File: config.mk
export PLATFORM = sky130hd
export DESIGN_NAME = ram_port_arbiter
export DESIGN_NICKNAME = d
export VERILOG_FILES = /design/src/rtl/ram_arb_pkg.sv /design/src/rtl/rr_arbiter.sv /design/src/rtl/ram_port_arbiter.sv
export SDC_FILE = /design/constraint.sdc
export NUM_CORES = 1
export LEC_CHECK = 0
export ABC_AREA = 1
export BUFFER_PORTS_ARGS = -buffer_cell sky130_fd_sc_hd__buf_2
export CAP_MARGIN = 15
export CORE_ASPECT_RATIO = 0.9
export CORE_UTILIZATION = 30
export CTS_BUF_LIST = sky130_fd_sc_hd__clkbuf_2 sky130_fd_sc_hd__clkbuf_4 sky130_fd_sc_hd__clkbuf_8
export DETAILED_ROUTE_END_ITERATION = 8
export GPL_TIMING_DRIVEN = 0
export PLACE_DENSITY_LB_ADDON = 0.12
export SETUP_SLACK_MARGIN = 0.1
export SLEW_MARGIN = 20
export SYNTH_ARGS = -nofsm -noshare
export SYNTH_HDL_FRONTEND = slang
export SYNTH_SLANG_ARGS = --single-unit
File: constraint.sdc
create_clock -name clk -period 1.75 [get_ports clk]
set_input_delay 0.35 -clock clk [delete_from_list [all_inputs] [get_ports clk]]
set_output_delay 0.35 -clock clk [all_outputs]
set_load 0.01 [all_outputs]
File: src/rtl/ram_arb_pkg.sv
// Shared types and helpers for the RAM port arbiter.
// Holds the FSM state encoding and the index-width function.
package ram_arb_pkg;

  typedef enum logic {
    CLEAR,
    SERVE
  } arb_state_t;

  localparam int MAX_REQ = 8;

  function automatic int req_idx_w(input int n);
    return (n > 1) ? $clog2(n) : 1;
  endfunction

endpackage

File: src/rtl/rr_arbiter.sv
// Round-robin arbiter with a one-hot grant and an internal priority pointer.
// The pointer moves past the winner only when the grant is accepted.
module rr_arbiter
  import ram_arb_pkg::*;
#(
  parameter int N = 2,
  localparam int IW = req_idx_w(N)
) (
  input  logic          clk,
  input  logic          rst,
  input  logic [N-1:0]  i_req,
  input  logic          i_en,
  input  logic          i_accept,
  output logic [N-1:0]  o_grant,
  output logic [IW-1:0] o_grant_idx
);

  logic [IW-1:0] ptr;
  logic [IW-1:0] idx;
  logic          found;

  always_comb begin
    o_grant     = '0;
    o_grant_idx = '0;
    found       = 1'b0;
    idx         = '0;
    for (int i = 0; i < N; i++) begin
      idx = IW'((int'(ptr) + i) % N);
      if (i_en && !found && i_req[idx]) begin
        found        = 1'b1;
        o_grant[idx] = 1'b1;
        o_grant_idx  = idx;
      end
    end
  end

  always_ff @(posedge clk) begin
    if (rst) begin
      ptr <= '0;
    end else if (i_en && i_accept && found) begin
      ptr <= IW'((int'(o_grant_idx) + 1) % N);
    end
  end

endmodule

File: src/rtl/ram_port_arbiter.sv
// Shares one single-port RAM between NUM_REQ requesters with round-robin
// arbitration; zero-fills the whole RAM after reset or on i_clear.
module ram_port_arbiter
  import ram_arb_pkg::*;
#(
  parameter int RAM_ADDR_WIDTH = 8,
  parameter int RAM_DATA_WIDTH = 32,
  parameter int NUM_REQ        = 2
) (
  input  logic                               clk,
  input  logic                               rst,
  input  logic                               i_clear,
  output logic                               o_busy,
  input  logic [NUM_REQ-1:0]                 i_req_valid,
  input  logic [NUM_REQ-1:0]                 i_req_we,
  input  logic [NUM_REQ*RAM_ADDR_WIDTH-1:0]  i_req_addr,
  input  logic [NUM_REQ*RAM_DATA_WIDTH-1:0]  i_req_wr_data,
  output logic [NUM_REQ-1:0]                 o_req_ready,
  output logic [NUM_REQ-1:0]                 o_rsp_valid,
  output logic [RAM_DATA_WIDTH-1:0]          o_rsp_rd_data,
  output logic                               o_ram_we,
  output logic [RAM_ADDR_WIDTH-1:0]          o_ram_addr,
  output logic [RAM_DATA_WIDTH-1:0]          o_ram_wr_data,
  input  logic [RAM_DATA_WIDTH-1:0]          i_ram_rd_data
);

  localparam int AW = RAM_ADDR_WIDTH;
  localparam int DW = RAM_DATA_WIDTH;
  localparam int IW = req_idx_w(NUM_REQ);
  localparam logic [AW-1:0] LAST = '1;

  arb_state_t state, state_nxt;
  logic [AW-1:0] cnt, cnt_nxt;

  logic               arb_en;
  logic [NUM_REQ-1:0] grant;
  logic [IW-1:0]      gidx;
  logic               granted;

  // i_clear blocks arbitration in its own cycle so no access races the fill
  assign arb_en  = (state == SERVE) && !i_clear && !rst;
  assign granted = |grant;

  rr_arbiter #(.N(NUM_REQ)) u_arb (
    .clk         (clk),
    .rst         (rst),
    .i_req       (i_req_valid),
    .i_en        (arb_en),
    .i_accept    (1'b1),
    .o_grant     (grant),
    .o_grant_idx (gidx)
  );

  assign o_req_ready = grant;
  assign o_busy      = (state == CLEAR);

  always_comb begin
    state_nxt = state;
    cnt_nxt   = cnt;
    unique case (state)
      CLEAR: begin
        cnt_nxt = cnt + 1'b1;
        if (cnt == LAST) begin
          state_nxt = SERVE;
          cnt_nxt   = '0;
        end
      end
      SERVE: begin
        if (i_clear) begin
          state_nxt = CLEAR;
          cnt_nxt   = '0;
        end
      end
      default: state_nxt = CLEAR;
    endcase
  end

  always_ff @(posedge clk) begin
    if (rst) begin
      state <= CLEAR;
      cnt   <= '0;
    end else begin
      state <= state_nxt;
      cnt   <= cnt_nxt;
    end
  end

  always_comb begin
    o_ram_we      = 1'b0;
    o_ram_addr    = '0;
    o_ram_wr_data = '0;
    if (state == CLEAR) begin
      o_ram_we   = !rst;
      o_ram_addr = cnt;
    end else if (granted) begin
      o_ram_we      = i_req_we[gidx];
      o_ram_addr    = i_req_addr[gidx*AW +: AW];
      o_ram_wr_data = i_req_wr_data[gidx*DW +: DW];
    end
  end

  always_ff @(posedge clk) begin
    if (rst) begin
      o_rsp_valid   <= '0;
      o_rsp_rd_data <= '0;
    end else begin
      o_rsp_valid <= '0;
      if (granted && !i_req_we[gidx]) begin
        o_rsp_valid   <= grant;
        o_rsp_rd_data <= i_ram_rd_data;
      end
    end
  end

endmodule

==> results.md, run 1 <==
- Top cells by instance count after synthesis: nand2_1 (143), inv_1 (112), dfxtp_1 (44), nor2_1 (43), nand3_1 (38)
- Hold EP: cnt[0]
- Buf+Inv Stages, Crit Path: 4
- Initial antenna violation count: 0
- Clock Tree Root: clkbuf_8
- CTS tree: done
- Reg2reg path depth: 14
- Final hold violations: 0
- WP data arrival: 1.78 ns
- Worst R2R End: o_rsp_rd_data[11]
- DRC Markers: 0
- Global-route wire length before repair: 15.7 mm
- HP Start: rst
- CP delay by family, top: buffers and inverters
- Num Clock Sinks: 44
- EDFF count, synth: 0
- CTS clk-pin slew, worst paths: 0.08 ns
- CTS Buffer Depth: 2
- Layout Cells excl Fill: 842
- Hold Path Depth: 2
- Register area share after synthesis: 31.2%
- Crit path largest cell delay: 0.33 ns
- Post-DRT Antenna Nets: 0
- Critical path cell sequence: buf_6 > nand2_8 > nor2_8 > o211ai_4 > buf_6 > clkbuf_16 > nor2_4 > o22ai_2 > buf_2
- Layout area overhead: 77.5%
- Final setup viols: 74
- CP Capture Type: output pin
- Core Footprint: 0.00913 mm²
- Cell count after synthesis: 485
- WHS: 0.325 ns
- Placed insts: 803
- CP Max Fanout: 5
- Die Width: 104 µm
- Final worst slack: -0.384 ns
- Yosys top cell area share: 31.2%
- Tcrit/Tclk final: 122%
- Pwr per Cell Area: 436 mW/mm²
- Distinct cells, synth: 23
- RR Startpoint: state
- Clock latency on the worst-skew pair: 0.30 ns
- Setup Skew: 0.00787 ns
- # rows: 33
- IO buf count: 196
- Critical path class: reg2out
- Maximum vdd drop: 0.352 mV
- Synth Area per Inst: 5.83 µm²
- Hold_buf cts: 0
- Top-count cell post-synth: nand2_1
- Num CTS Buffers: 5
- RSZ-0062 raised after global routing: true
- Min Tclk post-route: 2.13 ns
- Pre-CTS WS: -0.403 ns
- Crit-path slowest cell: dfxtp_2
- RD Place Congestion: 0.830
- Ys async rst share: 0%
- Max frequency: 0.469 GHz
- Vias in the first global route: 3311
- I/O Pins: 197
- Synth Flop Type: dfxtp_1
- DP HPWL: 7.40 mm
- Yosys Warn Count: 0
- Via/cell ratio: 4.40
- Worst-margin pin slew: 0.471 ns
- Post-synthesis cell area: 0.00283 mm²
- LEAKAGE: 0.00285 µW
- Max_slew headroom: 68.6%
- Final Slew Violations: 0
- Post-synth top area cell: dfxtp_1
- Layout Utilization: 54.9%
- Largest net degree at the start of global routing: 14
- Maxcap violations: 0
- Initial detailed-routing violation count: 123
- H-Tree Depth: 2
- Reg2reg setup slack: -0.16 ns
- Total GRT Usage: 20.1%
- WL/cell: 12.5 µm
- GRT Residual Overflow: 0
- Failing checks: setup timing
- WP data required: 1.40 ns
- Hold WC Path Type: in2reg
- Drt pass-1 iters: 4
- Status: finished with violations
- Initial Util: 31.0%
- Routed wire length: 10.5 mm
- Diodes inserted: 0
- Final layout net count: 839
- #FFs+latches synth: 44
- Total power: 2180 µW
- Worst setup SP type: flop
- Top post-synthesis cells by area: dfxtp_1 (31%), nand2_1 (19%), inv_1 (15%)
- Full die area: 0.00981 mm²
- Die height: 94.1 µm
- Vias post-DR: 3708
- Syn nets: 605
- Most used cell, CP: buf_6
- Layout cells sized above 1: 49.0%
[worst register-to-register path, delay by kind of cell, from the launching register on]
kind | cells | cell delay [ns]
buffers and inverters | 8 | 0.87
and+or+nand+nor | 6 | 0.67
DFF | 1 | 0.33
[power by group]
part | internal (µW) | leakage [µW] | total (µW) | switching [µW]
Combinational | 150 | 0.00243 | 310 | 159
Clock | 504 | 0.0000645 | 862 | 358
Sequential | 1010 | 0.000356 | 1010 | 5.78
Total | 1660 | 0.00285 | 2180 | 523
[how the worst max path moves through the flow]
stage / from / endpoint / slack [ns] / cells after the start
after detailed placement: i_clear / o_ram_wr_data[21] / -0.40 / 10
final: state / o_ram_addr[6] / -0.38 / 9
after floorplan: state / o_ram_wr_data[10] / 0.05 / 8
after global placement: i_clear / o_ram_wr_data[21] / -0.36 / 10
after global routing: state / o_ram_addr[6] / -0.46 / 9
after CTS: state / o_ram_wr_data[22] / -0.40 / 9
[routing by layer]
layer | share of wire [%] | vias to the layer above | GRT usage, %
met1 | 41 | 1639 | 23.0
met5 | 0 | - | 0
met2 | 53 | 136 | 37.3
met3 | 5.5 | 13 | 4.09
li1 | - | 1920 | -
met4 | 1.3 | 0 | 6.90
[final cells by class]
class | count | area [µm²]
Tap cell | 122 | 153
Multi-Input combinational cell | 300 | 1780
Timing Repair inverter | 1 | 6.26
Inverter | 117 | 455
Clock buffer | 7 | 96.3
Timing Repair Buffer | 225 | 1350
Sequential cell | 44 | 883
Fill cell | 909 | 4110
Buffer | 25 | 264
Clock inverter | 1 | 30.0
[timing repair]
action                     4_1_cts  5_1_grt
gates resized for setup        100       98
gates cloned                     6        5
setup endpoints to repair       71       76
pin swaps                       12       51
setup buffers                   17        4
[state kept, by name, summed over array words and instances (netlist names)]
signal	flops
o_rsp_valid	2
cnt	8
o_rsp_rd_data	32
u_arb.ptr	1
state	1
[stage by stage]
step                setup TNS, ns  area [µm²]
floorplan                       0        2830
global placement           -11.80        3960
detailed placement         -13.62        3960
CTS                        -16.48        4580
global route               -23.95        5010
finish                     -16.97        5010
[layout by cell type, fill, tap and decap left out, types with 9 or more instances in the layout]
| master | netlist | layout |
|---|---|---|
| nand3_1 | 38 | 38 |
| buf_4 | 2 | 13 |
| nand2_2 | 2 | 20 |
| nand2_1 | 143 | 110 |
| buf_2 | 11 | 192 |
| dfxtp_1 | 44 | 42 |
| nand2_4 | 0 | 14 |
| inv_1 | 112 | 107 |
| a21oi_2 | 0 | 26 |
| clkbuf_8 | 0 | 9 |
| buf_6 | 2 | 29 |
| nor2_1 | 43 | 36 |
[cell families after synthesis]
family                     after synthesis  synth area share, %
AOI/OAI and AO/OA                       62                 12.3
xor gates and xnor gates                 5                 1.55
buffers and inverters                  142                 20.2
adders and majority gates                1                0.443
DFF                                     44                 31.2
and+or+nand+nor                        231                 34.4
Note: power is estimated with default switching activity, not from simulation.
==> inputs of run 2 (changes only) <==
--- a/config.mk
+++ b/config.mk
@@ -6,15 +6,16 @@
 export NUM_CORES = 1
 export LEC_CHECK = 0
 export ABC_AREA = 1
-export BUFFER_PORTS_ARGS = -buffer_cell sky130_fd_sc_hd__buf_2
 export CAP_MARGIN = 15
 export CORE_ASPECT_RATIO = 0.9
 export CORE_UTILIZATION = 30
 export CTS_BUF_LIST = sky130_fd_sc_hd__clkbuf_2 sky130_fd_sc_hd__clkbuf_4 sky130_fd_sc_hd__clkbuf_8
 export DETAILED_ROUTE_END_ITERATION = 8
+export DONT_BUFFER_PORTS = 1
 export GPL_TIMING_DRIVEN = 0
 export PLACE_DENSITY_LB_ADDON = 0.12
 export SETUP_SLACK_MARGIN = 0.1
+export SKIP_LAST_GASP = 1
 export SLEW_MARGIN = 20
 export SYNTH_ARGS = -nofsm -noshare
 export SYNTH_HDL_FRONTEND = slang
==> results.md, run 2 (synthesis results as in run 1) <==
- Status: finished with violations
- Failing checks: setup timing
- Layout Utilization: 46.7%
- Buf+Inv Stages, Crit Path: 2
- Total GRT Usage: 19.1%
- RD Place Congestion: 0.787
- Critical path cell sequence: o211ai_4 > clkinv_4 > buf_8 > o21ai_2 > o22ai_2
- CP Capture Type: output pin
- Max frequency: 0.497 GHz
- RSZ-0062 raised after global routing: true
- Drt pass-1 iters: 7
- Final Slew Violations: 0
- Min Tclk post-route: 2.01 ns
- Setup Skew: 0.0104 ns
- Final layout net count: 642
- Largest net degree at the start of global routing: 15
- Layout cells sized above 1: 28.1%
- CTS Buffer Depth: 2
- Critical path class: reg2out
- Num Clock Sinks: 44
- I/O Pins: 197
- WL/cell: 15.4 µm
- Final worst slack: -0.264 ns
- Final hold violations: 0
- Hold EP: cnt[0]
- Max FFs per register: 32
- Hold Path Depth: 1
- Maxcap violations: 0
- Total power: 2250 µW
- Crit path largest cell delay: 0.37 ns
- Maximum vdd drop: 0.310 mV
- CTS clk-pin slew, worst paths: 0.08 ns
- Commonest non-fill, non-tap cell in the layout: nand2_1
- Clock Tree Root: clkbuf_8
- Commonest cells after routing, fill and taps aside: nand2_1 (120), inv_1 (110), nor2_1 (42), dfxtp_1 (42), nand3_1 (38)
- Hold_buf cts: 0
- RR Startpoint: state
- WP data required: 1.40 ns
- Via/cell ratio: 4.73
- GRT Residual Overflow: 0
- DP HPWL: 6.92 mm
- Largest register by flop count: o_rsp_rd_data
- Vias in the first global route: 2829
- CP delay by family, top: compound AO/OA/AOI/OAI gates
- Layout Cells excl Fill: 645
- Final setup viols: 47
- Routed wire length: 9.93 mm
- Total negative setup slack: -9.30 ns
- Worst R2R End: o_rsp_rd_data[7]
- Initial detailed-routing violation count: 111
- HP Start: rst
- Die Width: 104 µm
- CTS tree: done
- Worst setup SP type: flop
- H-Tree Depth: 2
- Core Footprint: 0.00913 mm²
- Post-DRT Antenna Nets: 0
- Full die area: 0.00981 mm²
- CP Max Fanout: 6
- Crit-path slowest cell: dfxtp_4
- Num CTS Buffers: 5
- Clock latency on the worst-skew pair: 0.30 ns
- Initial antenna violation count: 0
- Reg2reg setup slack: -0.01 ns
- Global-route wire length before repair: 14.6 mm
- Hold WC Path Type: in2reg
- Reg2reg path depth: 13
- Diodes inserted: 0
- Initial Util: 31.0%
- Tcrit/Tclk final: 115%
- Biggest regs: o_rsp_rd_data x32, cnt x8, o_rsp_valid x2
- Worst-margin pin slew: 0.463 ns
- Pwr per Cell Area: 529 mW/mm²
- LEAKAGE: 0.00199 µW
- Max_slew headroom: 69.1%
- Worst setup path startpoint: u_arb.ptr
- WP data arrival: 1.66 ns
- DRC Markers: 0
- Vias post-DR: 3050
- Pre-CTS WS: -0.354 ns
- Placed insts: 607
- # rows: 33
- IO buf count: 0
- Die height: 94.1 µm
- Layout area overhead: 50.8%
## run 2: cell count changes in the layout (fill, tap and decap cells not counted), sizes merged
cell,previous run,this run
buf,242,41
bufinv,1,3
inv,116,118
clkbuf,15,16
clkinvlp,1,0
## run 2: report_power, final
part	internal [µW]	total (µW)	switching, µW
registers	1000	1010	5.70
logic	59.0	170	111
clock network	714	1070	358
total	1780	2250	475
## run 2: cell type report
cell class | instances | area [µm²]
clock buffer | 5 | 68.8
buffer | 24 | 282
fill | 917 | 4860
inverter | 117 | 457
timing repair buffer | 28 | 318
sequential | 44 | 886
timing repair inverter | 2 | 12.5
tap | 122 | 153
clock inverter | 3 | 90.1
multi-input combinational | 300 | 1990
## run 2: stage by stage
stage | instance area [µm²] | hold slack, ns
floorplan | 2830 | 0.419
global placement | 2980 | 0.422
detailed placement | 2980 | 0.422
CTS | 3920 | 0.103
global route | 4260 | 0.112
finish | 4260 | 0.119
## run 2: how the worst max path moves through the flow
stage	end	slack, ns	depth (start not counted)
after floorplan	o_ram_wr_data[10]	0.05	8
after global placement	o_ram_wr_data[16]	-0.34	8
after detailed placement	o_ram_wr_data[16]	-0.35	8
after CTS	o_ram_we	-0.30	8
after global routing	o_ram_addr[2]	-0.35	5
final	o_ram_addr[2]	-0.26	5
## run 2: what timing repair did
item,in CTS,in global routing
setup endpoints to repair,43,75
gates cloned,7,4
gates resized for setup,134,62
pin swaps,14,37
setup buffers,13,7
## run 2: layer usage
layer	part of all wire [%]	up-vias	global-route usage, %
li1	-	1524	-
met1	40	1366	21.9
met2	52	143	35.3
met3	6.6	17	4.58
met4	1.7	0	5.24
met5	0	-	0
## run 2: worst reg2reg max path, stage by stage, from the launching register on
cell       delay, ns
dfxtp_2         0.33
buf_6           0.09
nand2_4         0.06
nor2_8          0.14
buf_4           0.13
buf_4           0.10
o2111ai_2       0.14
nand2_4         0.13
buf_6           0.12
buf_4           0.10
buf_4           0.14
nand3_1         0.07
nand2_1         0.06
nor2_1          0.05
